===== config.mk =====
export PLATFORM = sky130hd
export DESIGN_NAME = systolic_ctrl
export DESIGN_NICKNAME = d
export VERILOG_FILES = /design/src/rtl/systolic_ctrl.sv
export SDC_FILE = /design/constraint.sdc
export NUM_CORES = 1
export LEC_CHECK = 0
export ABC_CLOCK_PERIOD_IN_PS = 3850
export CORE_AREA = 3 3 107 135
export DETAILED_ROUTE_END_ITERATION = 8
export DIE_AREA = 0 0 110 138
export PLACE_DENSITY_LB_ADDON = 0.08
export SYNTH_ARGS = -nofsm -noshare
export SYNTH_HDL_FRONTEND = slang
export SYNTH_SLANG_ARGS = --single-unit

===== constraint.sdc =====
create_clock -name clk -period 3.85 [get_ports clk]
set_clock_uncertainty 0.1 [all_clocks]
set_input_delay 0.385 -clock clk [delete_from_list [all_inputs] [get_ports clk]]
set_output_delay 0.385 -clock clk [all_outputs]
set_load 0.1 [all_outputs]

===== src/rtl/systolic_ctrl.sv =====
// rtl/systolic_ctrl.sv - Job sequencer for the weight-stationary systolic array (load, switch, skewed stream, drain).
// Optional performance counters are enabled by defining SYSTOLIC_CTRL_PERF_EN.
module systolic_ctrl #(
  parameter int SYSTOLIC_ARRAY_WIDTH = 2,
  parameter int MAX_ROWS             = 256,
  parameter int DRAIN_TIMEOUT        = 64,
  localparam int ROW_W               = $clog2(MAX_ROWS + 1)
) (
  input  logic             clk,
  input  logic             rst_n,
  input  logic             cmd_valid,
  output logic             cmd_ready,
  input  logic [ROW_W-1:0] cmd_num_rows,
  input  logic [15:0]      cmd_col_size,
  input  logic             w_valid,
  output logic             w_ready,
  input  logic [15:0]      w_data_1,
  input  logic [15:0]      w_data_2,
  input  logic             x_valid,
  output logic             x_ready,
  input  logic [15:0]      x_data_1,
  input  logic [15:0]      x_data_2,
  output logic [15:0]      sys_data_in_1x,
  output logic [15:0]      sys_data_in_2x,
  output logic             sys_start,
  output logic [15:0]      sys_weight_in_x1,
  output logic [15:0]      sys_weight_in_x2,
  output logic             sys_accept_w_1,
  output logic             sys_accept_w_2,
  output logic             sys_switch_in,
  output logic [15:0]      ub_rd_col_size_in,
  output logic             ub_rd_col_size_valid_in,
  input  logic             sys_valid_out_x1,
  input  logic             sys_valid_out_x2,
  output logic             busy,
  output logic             done,
`ifdef SYSTOLIC_CTRL_PERF_EN
  output logic             err,
  output logic [31:0]      perf_cycles,
  output logic [31:0]      perf_stall,
  output logic             perf_valid
`else
  output logic             err
`endif
);

  localparam int WC_W = $clog2(SYSTOLIC_ARRAY_WIDTH + 1);
  localparam int TO_W = $clog2(DRAIN_TIMEOUT + 1);
  localparam logic [15:0]     WIDTH16 = 16'(SYSTOLIC_ARRAY_WIDTH);
  localparam logic [WC_W-1:0] LAST_W  = WC_W'(SYSTOLIC_ARRAY_WIDTH - 1);
  localparam logic [TO_W-1:0] LAST_TO = TO_W'(DRAIN_TIMEOUT - 1);

  typedef enum logic [2:0] {IDLE, LOAD_W, SWITCH, STREAM, FLUSH, DRAIN} state_t;
  state_t state, state_nxt;

  logic [ROW_W-1:0] num_rows_q, rows_sent, results_seen;
  logic [15:0]      col_q, skew_q;
  logic [WC_W-1:0]  w_cnt;
  logic [TO_W-1:0]  idle_cnt;
  logic             cmd_fire, w_fire, x_fire, res_pulse, res_inc, done_set, err_set;

  assign busy    = (state != IDLE);
  assign w_ready = (state == LOAD_W);
  assign x_ready = (state == STREAM) && (rows_sent != num_rows_q);

  always_ff @(posedge clk or negedge rst_n) begin
    if (!rst_n) state <= IDLE;
    else        state <= state_nxt;
  end

  always_comb begin
    state_nxt = state;
    cmd_fire  = 1'b0;
    done_set  = 1'b0;
    err_set   = 1'b0;
    w_fire    = w_ready && w_valid;
    x_fire    = x_ready && x_valid;
    res_pulse = (col_q == 16'd2) ? sys_valid_out_x2 : sys_valid_out_x1;
    // Results can overtake the drain phase, so counting starts with streaming.
    res_inc   = res_pulse && (state == STREAM || state == FLUSH || state == DRAIN) &&
                (results_seen != num_rows_q);
    case (state)
      IDLE: begin
        if (cmd_valid && cmd_ready) begin
          if (cmd_num_rows == '0 || cmd_col_size == 16'd0 || cmd_col_size > WIDTH16) begin
            err_set = 1'b1;
          end else begin
            cmd_fire  = 1'b1;
            state_nxt = LOAD_W;
          end
        end
      end
      LOAD_W: if (w_fire && w_cnt == LAST_W) state_nxt = SWITCH;
      SWITCH: state_nxt = STREAM;
      STREAM: if (x_fire && rows_sent == num_rows_q - ROW_W'(1)) state_nxt = FLUSH;
      FLUSH:  state_nxt = DRAIN;
      DRAIN: begin
        if (results_seen + ROW_W'(res_inc) == num_rows_q) begin
          done_set  = 1'b1;
          state_nxt = IDLE;
        end else if (!res_inc && idle_cnt == LAST_TO) begin
          err_set   = 1'b1;
          state_nxt = IDLE;
        end
      end
      default: state_nxt = IDLE;
    endcase
  end

  always_ff @(posedge clk or negedge rst_n) begin
    if (!rst_n) begin
      cmd_ready               <= 1'b0;
      done                    <= 1'b0;
      err                     <= 1'b0;
      ub_rd_col_size_in       <= '0;
      ub_rd_col_size_valid_in <= 1'b0;
      num_rows_q              <= '0;
      col_q                   <= '0;
      w_cnt                   <= '0;
      rows_sent               <= '0;
      results_seen            <= '0;
      idle_cnt                <= '0;
      sys_weight_in_x1        <= '0;
      sys_weight_in_x2        <= '0;
      sys_accept_w_1          <= 1'b0;
      sys_accept_w_2          <= 1'b0;
      sys_switch_in           <= 1'b0;
      sys_start               <= 1'b0;
      sys_data_in_1x          <= '0;
      sys_data_in_2x          <= '0;
      skew_q                  <= '0;
    end else begin
      cmd_ready               <= (state_nxt == IDLE);
      done                    <= done_set;
      err                     <= err_set;
      ub_rd_col_size_valid_in <= cmd_fire;
      if (cmd_fire) begin
        num_rows_q        <= cmd_num_rows;
        col_q             <= cmd_col_size;
        ub_rd_col_size_in <= cmd_col_size;
        w_cnt             <= '0;
        rows_sent         <= '0;
        results_seen      <= '0;
      end
      sys_accept_w_1 <= w_fire;
      sys_accept_w_2 <= w_fire;
      if (w_fire) begin
        sys_weight_in_x1 <= w_data_1;
        sys_weight_in_x2 <= w_data_2;
        w_cnt            <= w_cnt + WC_W'(1);
      end
      sys_switch_in <= (state == SWITCH);
      // Row 2 rides one extra register so the array sees a diagonal wavefront.
      sys_start      <= x_fire;
      sys_data_in_1x <= x_fire ? x_data_1 : 16'd0;
      skew_q         <= x_fire ? x_data_2 : 16'd0;
      sys_data_in_2x <= skew_q;
      if (x_fire)  rows_sent    <= rows_sent + ROW_W'(1);
      if (res_inc) results_seen <= results_seen + ROW_W'(1);
      if (state != DRAIN || res_inc) idle_cnt <= '0;
      else                           idle_cnt <= idle_cnt + TO_W'(1);
    end
  end

`ifdef SYSTOLIC_CTRL_PERF_EN
  always_ff @(posedge clk or negedge rst_n) begin
    if (!rst_n) begin
      perf_cycles <= '0;
      perf_stall  <= '0;
      perf_valid  <= 1'b0;
    end else begin
      perf_valid <= done_set;
      if (cmd_fire) begin
        perf_cycles <= 32'd1;
        perf_stall  <= '0;
      end else begin
        if (state != IDLE)        perf_cycles <= perf_cycles + 32'd1;
        if (x_ready && !x_valid)  perf_stall  <= perf_stall + 32'd1;
      end
    end
  end
`endif

endmodule


==> impl_metrics.toml, run 1 <==
[outcome]
status = "complete, no violations"

[routing]
vias_after_detailed_routing = 4891
totalWireLength_um = 14600
detail_route.first_pass.iterations = 4
initialDrtViolationCount = 334
postRouteAntennaNets = 0
post_drt_via_cell_ratio = 5.05
drc_errors = 0
routedWlPerCell_um = 15.1

[synth]
syn-instance-count = 604
async_reset_ff_share_pct = 100
synth-edff-count = 0
synthesis.nets = 708
most_area_hungry_cell_type_in_the_yosys_netlist = "sky130_fd_sc_hd__dfrtp_1"
netlist-cell-type-count = 56
yosysWarningCount = 0
yosysMostFrequentCell = "sky130_fd_sc_hd__nand2_1"
most_common_library_cells_after_synthesis = "sky130_fd_sc_hd__nand2_1 (150), sky130_fd_sc_hd__dfrtp_1 (142), sky130_fd_sc_hd__and2_1 (34)"
ys_ff_latch = 142
predominant_post_synthesis_flop_cell = "sky130_fd_sc_hd__dfrtp_1"
synth_sequential_area_ratio_pct = 57.5
syn-cell-area_um2 = 6180
synth.area.top_cells = "sky130_fd_sc_hd__dfrtp_1 (58%), sky130_fd_sc_hd__nand2_1 (9.1%), sky130_fd_sc_hd__and2_1 (3.4%)"
postSynthAreaPerCell_um2 = 10.2
synthDominantCellAreaShare_pct = 57.5

[clock_tree]
clk_pin_slew_ns = 0.07
clock_root_buffer_master = "sky130_fd_sc_hd__clkbuf_16"
clk_path_buf_depth = 2
h-tree-depth = 4
cts_tree = "done"
post_cts.repair.setup_buffers = 0
clock_network_latency_to_the_later_pin_of_the_worst_skew_pair_ns = 0.42
numCtsBuffers = 17
clock_sinks = 142

[timing]
final.setup.tns_ns = 0
maxSlewViolCount = 0
slew_headroom_pct = 31.6
final_period_minus_worst_setup_slack_ns = 3.48
slew_at_the_pin_with_the_worst_max_slew_slack_ns = 1.02
fin_ws_ns = 0.367
timing.final.crit_share_pct = 90.5
max_clock_freq_mhz = 287
finalHoldViolations = 0
grt_setup_unrepaired = "no"
setup_viol_count_final = 0

[power]
p_per_area_nw_per_um2 = 502
intPower_w = 0.00283
power.clock.fraction_pct = 35.6
p_sw_w = 0.00154
share_seq_of_total_power_pct = 40.2
power.leakage_nw = 3.98
vdd_drop_max_v = 0.000309
comb_power_share_pct = 24.2
power.switching_fraction_pct = 35.3

[floorplan]
die_y_um = 138
initial_utilization_pct = 46.7
fp.dieW_um = 110
placementRows = 47
ios = 187
die_footprint_um2 = 15200
core-area_um2 = 13200

[global_route]
via_count_of_the_first_global_routing_pass = 4921
largest_net_degree_at_the_start_of_global_routing = 89
grt_pass1_wl_um = 24300
antenna_found_initial = 0
global_route.usage.total_pct = 20.1
grt.overflow.total = 0

[job]
cap_viol_max_count = 0

[place]
postPlaceCellArea_um2 = 8120
port_buffers = 186
place_inst = 936
gpl.final_weighted_congestion = 0.928
place_worst_setup_slack_ns = 0.339
detailedPlacementHpwl_um = 10700

[setup_path]
critPathRequiredTime_ns = 4.03
timing.critical_path.arrival_ns = 3.66
critPathKind = "reg2reg"
worstPathMaxFanout = 9
crit_path_start_kind = "flop"
end_kind = "flop"

[finish]
antenna-diode-count = 0
multi_input_gate_area_um2 = 2420
layout_cell_share_with_drive_strength_beyond_1_pct = 7.14
finalNetCount = 889
layout.cell_area.non_filler_um2 = 8710
area_added_between_synthesis_and_finish_pct = 41.0
fill_cells = 1061
stdcell_count = 969
seq_area_um2 = 3550
post-route-util_pct = 65.8

[hold_path]
worstHoldPathType = "reg2reg"
[critical path: stages, from the launching register on]
cell	delay [ns]
sky130_fd_sc_hd__dfrtp_1	0.40
sky130_fd_sc_hd__nor4b_1	0.43
sky130_fd_sc_hd__nand4_1	0.19
sky130_fd_sc_hd__mux2i_2	0.34
sky130_fd_sc_hd__a211oi_2	0.08
sky130_fd_sc_hd__ha_1	0.23
sky130_fd_sc_hd__ha_1	0.29
sky130_fd_sc_hd__or4_1	0.52
sky130_fd_sc_hd__a31oi_1	0.17
sky130_fd_sc_hd__o22ai_1	0.15
sky130_fd_sc_hd__o211ai_1	0.29
sky130_fd_sc_hd__o211ai_1	0.13
[path summary, 6_finish.rpt]
| kind | start | endpoint | slack (ns) | cells past startpoint |
|---|---|---|---|---|
| worst max-delay path | col_q[15] | state[0] | 0.37 | 11 |
| worst min-delay path | skew_q[5] | sys_data_in_2x[5] | 0.24 | 0 |
| worst max register to register | col_q[15] | state[0] | 0.37 | 11 |
| worst min register to register | skew_q[5] | sys_data_in_2x[5] | 0.24 | 0 |
| max in group asynchronous | rst_n | sys_weight_in_x1[0] | 2.26 | 3 |
| min in group asynchronous | rst_n | sys_data_in_2x[8] | 0.49 | 2 |
[area by class of cell]
type	instances	share of cell area, %
Sequential cell	142	40.8
Multi-Input combinational cell	421	27.8
Timing Repair Buffer	192	21.9
Clock buffer	17	4.89
Tap cell	171	2.46
Clock inverter	15	1.68
Inverter	11	0.503
[repair_timing]
item | in CTS | in global routing
endpoints found under the setup margin | 0 | 2
hold buffers | 1 | 0
hold endpoints to repair | 86 | 0
resized for setup | 0 | 1
[routing by layer]
layer	vias to the layer above	GRT usage, %	routed length (µm)
met5	-	0	0
met1	2286	25.3	6050
li1	2382	-	-
met3	27	5.27	1160
met2	196	32.3	7040
met4	0	8.73	364
[through the flow]
| step | hold slack [ns] | total power, W |
|---|---|---|
| floorplan | -0.0106 | 0.00252 |
| global placement | 0.231 | 0.00283 |
| detailed placement | 0.235 | 0.00284 |
| CTS | 0.246 | 0.00442 |
| global route | 0.253 | 0.00457 |
| finish | 0.241 | 0.00437 |
[layout by cell type, fill, tap and decap left out, types with 2 or more instances in the layout]
| cell type | count |
|---|---|
| sky130_fd_sc_hd__inv_6 | 4 |
| sky130_fd_sc_hd__o211ai_1 | 4 |
| sky130_fd_sc_hd__a21oi_1 | 5 |
| sky130_fd_sc_hd__xnor2_1 | 17 |
| sky130_fd_sc_hd__mux2i_1 | 2 |
| sky130_fd_sc_hd__nor4_1 | 10 |
| sky130_fd_sc_hd__nand3_1 | 17 |
| sky130_fd_sc_hd__clkdlybuf4s50_1 | 184 |
| sky130_fd_sc_hd__and3_1 | 7 |
| sky130_fd_sc_hd__o21ai_0 | 19 |
| sky130_fd_sc_hd__nand4_1 | 9 |
| sky130_fd_sc_hd__ha_1 | 8 |
| sky130_fd_sc_hd__dfrtp_1 | 142 |
| sky130_fd_sc_hd__nor2b_1 | 16 |
| sky130_fd_sc_hd__clkbuf_16 | 17 |
| sky130_fd_sc_hd__or4_1 | 4 |
| sky130_fd_sc_hd__a31oi_1 | 5 |
| sky130_fd_sc_hd__nor2_1 | 25 |
| sky130_fd_sc_hd__o2111ai_1 | 3 |
| sky130_fd_sc_hd__xor2_1 | 19 |
| sky130_fd_sc_hd__o21ai_1 | 7 |
| sky130_fd_sc_hd__nor3_1 | 11 |
| sky130_fd_sc_hd__and2_4 | 3 |
| sky130_fd_sc_hd__or3_1 | 7 |
| sky130_fd_sc_hd__o21ai_2 | 3 |
| sky130_fd_sc_hd__nor4b_1 | 2 |
| sky130_fd_sc_hd__nand2b_1 | 2 |
| sky130_fd_sc_hd__a21boi_0 | 4 |
| sky130_fd_sc_hd__and2_1 | 34 |
| sky130_fd_sc_hd__a22o_1 | 2 |
| sky130_fd_sc_hd__a21o_1 | 3 |
| sky130_fd_sc_hd__o31ai_1 | 3 |
| sky130_fd_sc_hd__inv_1 | 9 |
| sky130_fd_sc_hd__clkinvlp_4 | 4 |
| sky130_fd_sc_hd__nand2_1 | 150 |
| sky130_fd_sc_hd__inv_8 | 5 |
| sky130_fd_sc_hd__buf_4 | 6 |
[sequential cells by signal, summed over array words and instances (netlist names), 2 cells and up]
signal	count
num_rows_q	9
sys_weight_in_x1	16
results_seen	9
sys_weight_in_x2	16
rows_sent	9
w_cnt	2
state	3
sys_data_in_2x	16
sys_data_in_1x	16
skew_q	16
col_q	16
idle_cnt	7
[cell families (layout without fill, tap and decap cells)]
group | after synthesis | count (layout) | synth area share (%)
AO/OA/AOI/OAI | 66 | 66 | 7.27
multiplexers | 4 | 4 | 0.668
buffers and inverters | 41 | 235 | 3.40
adder cells (fa/ha/maj) | 8 | 8 | 1.62
XOR/XNOR | 36 | 36 | 5.10
AND/OR/NAND/NOR | 307 | 307 | 24.4
flip-flops | 142 | 142 | 57.5
[power groups by stage]
stage          Combinational (W)  Sequential (W)  Clock (W)
2_1_floorplan           0.000394         0.00212          0
3_3_place_gp             0.00105         0.00178          0
3_5_place_dp             0.00106         0.00178          0
4_1_cts                  0.00107         0.00176    0.00160
5_1_grt                  0.00113         0.00178    0.00166
6_report                 0.00106         0.00176    0.00156
(Power assumes the default switching activity.)
==> run 2: changes to the inputs <==
--- a/config.mk
+++ b/config.mk
@@ -5,10 +5,10 @@
 export SDC_FILE = /design/constraint.sdc
 export NUM_CORES = 1
 export LEC_CHECK = 0
-export ABC_CLOCK_PERIOD_IN_PS = 3850
-export CORE_AREA = 3 3 107 135
+export ABC_CLOCK_PERIOD_IN_PS = 2900
+export CORE_AREA = 3 3 112 141
 export DETAILED_ROUTE_END_ITERATION = 8
-export DIE_AREA = 0 0 110 138
+export DIE_AREA = 0 0 115 144
 export PLACE_DENSITY_LB_ADDON = 0.08
 export SYNTH_ARGS = -nofsm -noshare
 export SYNTH_HDL_FRONTEND = slang
==> constraint.sdc (replaced) <==
create_clock -name clk -period 2.9 [get_ports clk]
set_clock_uncertainty 0.1 [all_clocks]
set_input_delay 0.29 -clock clk [delete_from_list [all_inputs] [get_ports clk]]
set_output_delay 0.29 -clock clk [all_outputs]
set_load 0.1 [all_outputs]
==> run 2 against run 1 <==
The flow now finishes with violations (negative setup slack); non-clock buffer count up 53; first-iteration DRC count down 12%; power up 41%; utilization down 2.8 points; routed wire length up 12%; die area up 9.1%; via count up 5.5%; combinational power up 57%; sequential share of layout area down 1.3 points; cell area up 4.6%; clock power up 46%; critical path depth up 3; largest cell class unchanged; largest power group is now the clock network; highest routed layer unchanged.
==> impl_metrics.toml, run 2 (synthesis gave the netlist of run 1 again) <==
[global_route]
grt_pass1_wl_um = 25600
largest_net_degree_at_the_start_of_global_routing = 90
grt.overflow.total = 0
antenna_found_initial = 0
via_count_of_the_first_global_routing_pass = 5160
global_route.usage.total_pct = 19.8

[setup_path]
worstPathMaxFanout = 4
crit_path_start_kind = "flop"
crit_path_cell_trace = "nor4_4, nand4_1, mux2i_2, a211oi_2, buf_4, ha_4, ha_4, buf_6, nor2_2, or3_1, a31o_2, o2111ai_2, o2111ai_1, a21boi_2"
timing.reg2reg.worst_path_depth = 14
critPathKind = "reg2reg"
end_kind = "flop"
critPathRequiredTime_ns = 3.09
timing.critical_path.arrival_ns = 3.29
crit-reg2reg-launch = "col_q[13]"
top_cell_by_count_worst_path = "sky130_fd_sc_hd__ha_4"
regToRegSetupSlack_ns = -0.21
slowest_delay_ns = 0.49
r2r-end = "cmd_ready"
cp_slowest_cell = "sky130_fd_sc_hd__dfrtp_4"

[routing]
initialDrtViolationCount = 294
post_drt_via_cell_ratio = 5.01
vias_after_detailed_routing = 5160
postRouteAntennaNets = 0
totalWireLength_um = 16300
drc_errors = 0
detail_route.first_pass.iterations = 4
routedWlPerCell_um = 15.8

[clock_tree]
clock_network_latency_to_the_later_pin_of_the_worst_skew_pair_ns = 0.41
h-tree-depth = 4
clk_path_buf_depth = 2
cts_tree = "done"
clock_root_buffer_master = "sky130_fd_sc_hd__clkbuf_16"
clk_pin_slew_ns = 0.06
clock_sinks = 142
numCtsBuffers = 17

[power]
power.switching_fraction_pct = 33.0
p_sw_w = 0.00204
power.clock.fraction_pct = 36.7
power.leakage_nw = 4.44
share_seq_of_total_power_pct = 36.5
p_per_area_nw_per_um2 = 679
vdd_drop_max_v = 0.000359
comb_power_share_pct = 26.8
intPower_w = 0.00414
total_power_consumption_w = 0.00619

[timing]
final_period_minus_worst_setup_slack_ns = 3.11
finalHoldViolations = 0
maxSlewViolCount = 0
slew_headroom_pct = 46.1
slew_at_the_pin_with_the_worst_max_slew_slack_ns = 0.809
timing.final.crit_share_pct = 107
grt_setup_unrepaired = "yes"
final.setup.tns_ns = -0.730
whs_ns = 0.241
setup_viol_count_final = 5
max_clock_freq_mhz = 322
fin_ws_ns = -0.208

[finish]
most-common-layout-cells = "sky130_fd_sc_hd__nand2_1 (150), sky130_fd_sc_hd__buf_4 (148), sky130_fd_sc_hd__dfrtp_1 (126), sky130_fd_sc_hd__clkdlybuf4s50_1 (94), sky130_fd_sc_hd__and2_1 (34)"
finalNetCount = 942
layout_commonest_cell = "sky130_fd_sc_hd__nand2_1"
layout.cell_area.non_filler_um2 = 9110
layout_cell_share_with_drive_strength_beyond_1_pct = 27.0
area_added_between_synthesis_and_finish_pct = 47.5
antenna-diode-count = 0
stdcell_count = 1029

[outcome]
status = "finished with violations"
violations = "negative setup slack"

[hold_path]
hold_path_end = "sys_data_in_2x[12]"
min_from = "skew_q[12]"
hold-path-cell-count = 0
worstHoldPathType = "reg2reg"

[floorplan]
placementRows = 49
fp.dieW_um = 115
initial_utilization_pct = 42.7
ios = 187
die_footprint_um2 = 16600
die_y_um = 144
core-area_um2 = 14500

[place]
postPlaceCellArea_um2 = 8350
gpl.final_weighted_congestion = 0.875
place_inst = 990
detailedPlacementHpwl_um = 11800
port_buffers = 186

[job]
cap_viol_max_count = 0
-- run 2: final cells by class --
class                      count  area (µm²)
fill                        1180        5360
sequential                   142        3600
multi-input combinational    421        2540
timing repair buffer         245        2080
clock buffer                  20         467
tap                          178         223
clock inverter                12         159
inverter                      11        43.8
-- run 2: power groups by stage --
stage                     Combinational [W]  Sequential (W)  Clock, W
after floorplan                    0.000548         0.00282         0
after global placement              0.00159         0.00229         0
after detailed placement            0.00161         0.00229         0
after CTS                           0.00164         0.00226   0.00232
after global routing                0.00176         0.00228   0.00241
final                               0.00166         0.00226   0.00227
-- run 2: critical path, delay by kind of cell (launching register included) --
family / cells / cell delay [ns]
adder cells (fa/ha/maj): 2 / 0.30
buffers and inverters: 2 / 0.25
AND/OR/NAND/NOR: 4 / 0.82
multiplexers: 1 / 0.21
flip-flops: 1 / 0.49
AO/OA/AOI/OAI: 5 / 0.82
-- run 2: through the flow --
step	setup slack, ns	util, %
global route	-0.349	63.0
floorplan	-0.410	-
detailed placement	-0.337	57.7
finish	-0.208	63.0
CTS	-0.204	62.8
global placement	-0.223	57.7
-- run 2: worst max-delay path by stage --
stage / start / depth (start not counted) / slack (ns) / endpoint
floorplan: col_q[13] / 14 / -0.41 / cmd_ready
global placement: col_q[5] / 12 / -0.22 / state[0]
detailed placement: col_q[5] / 11 / -0.34 / cmd_ready
CTS: col_q[13] / 13 / -0.20 / cmd_ready
global route: col_q[5] / 14 / -0.35 / err
finish: col_q[13] / 14 / -0.21 / cmd_ready
-- run 2: repair_timing --
| item | CTS | global route |
|---|---|---|
| hold endpoints to repair | 86 | 0 |
| buffers inserted | 6 | 0 |
| pin swaps | 14 | 8 |
| gates resized for setup | 10 | 4 |
| hold buffers | 1 | 0 |
| endpoints found under the setup margin | 5 | 5 |
-- run 2: layer usage --
metal  GRT usage, %  vias up  routed length [µm]
met5              0        -                   0
met4           7.29        0                 312
met3           4.94       22                 947
met2           33.8      172                8290
met1           24.3     2480                6760
li1               -     2486                   -
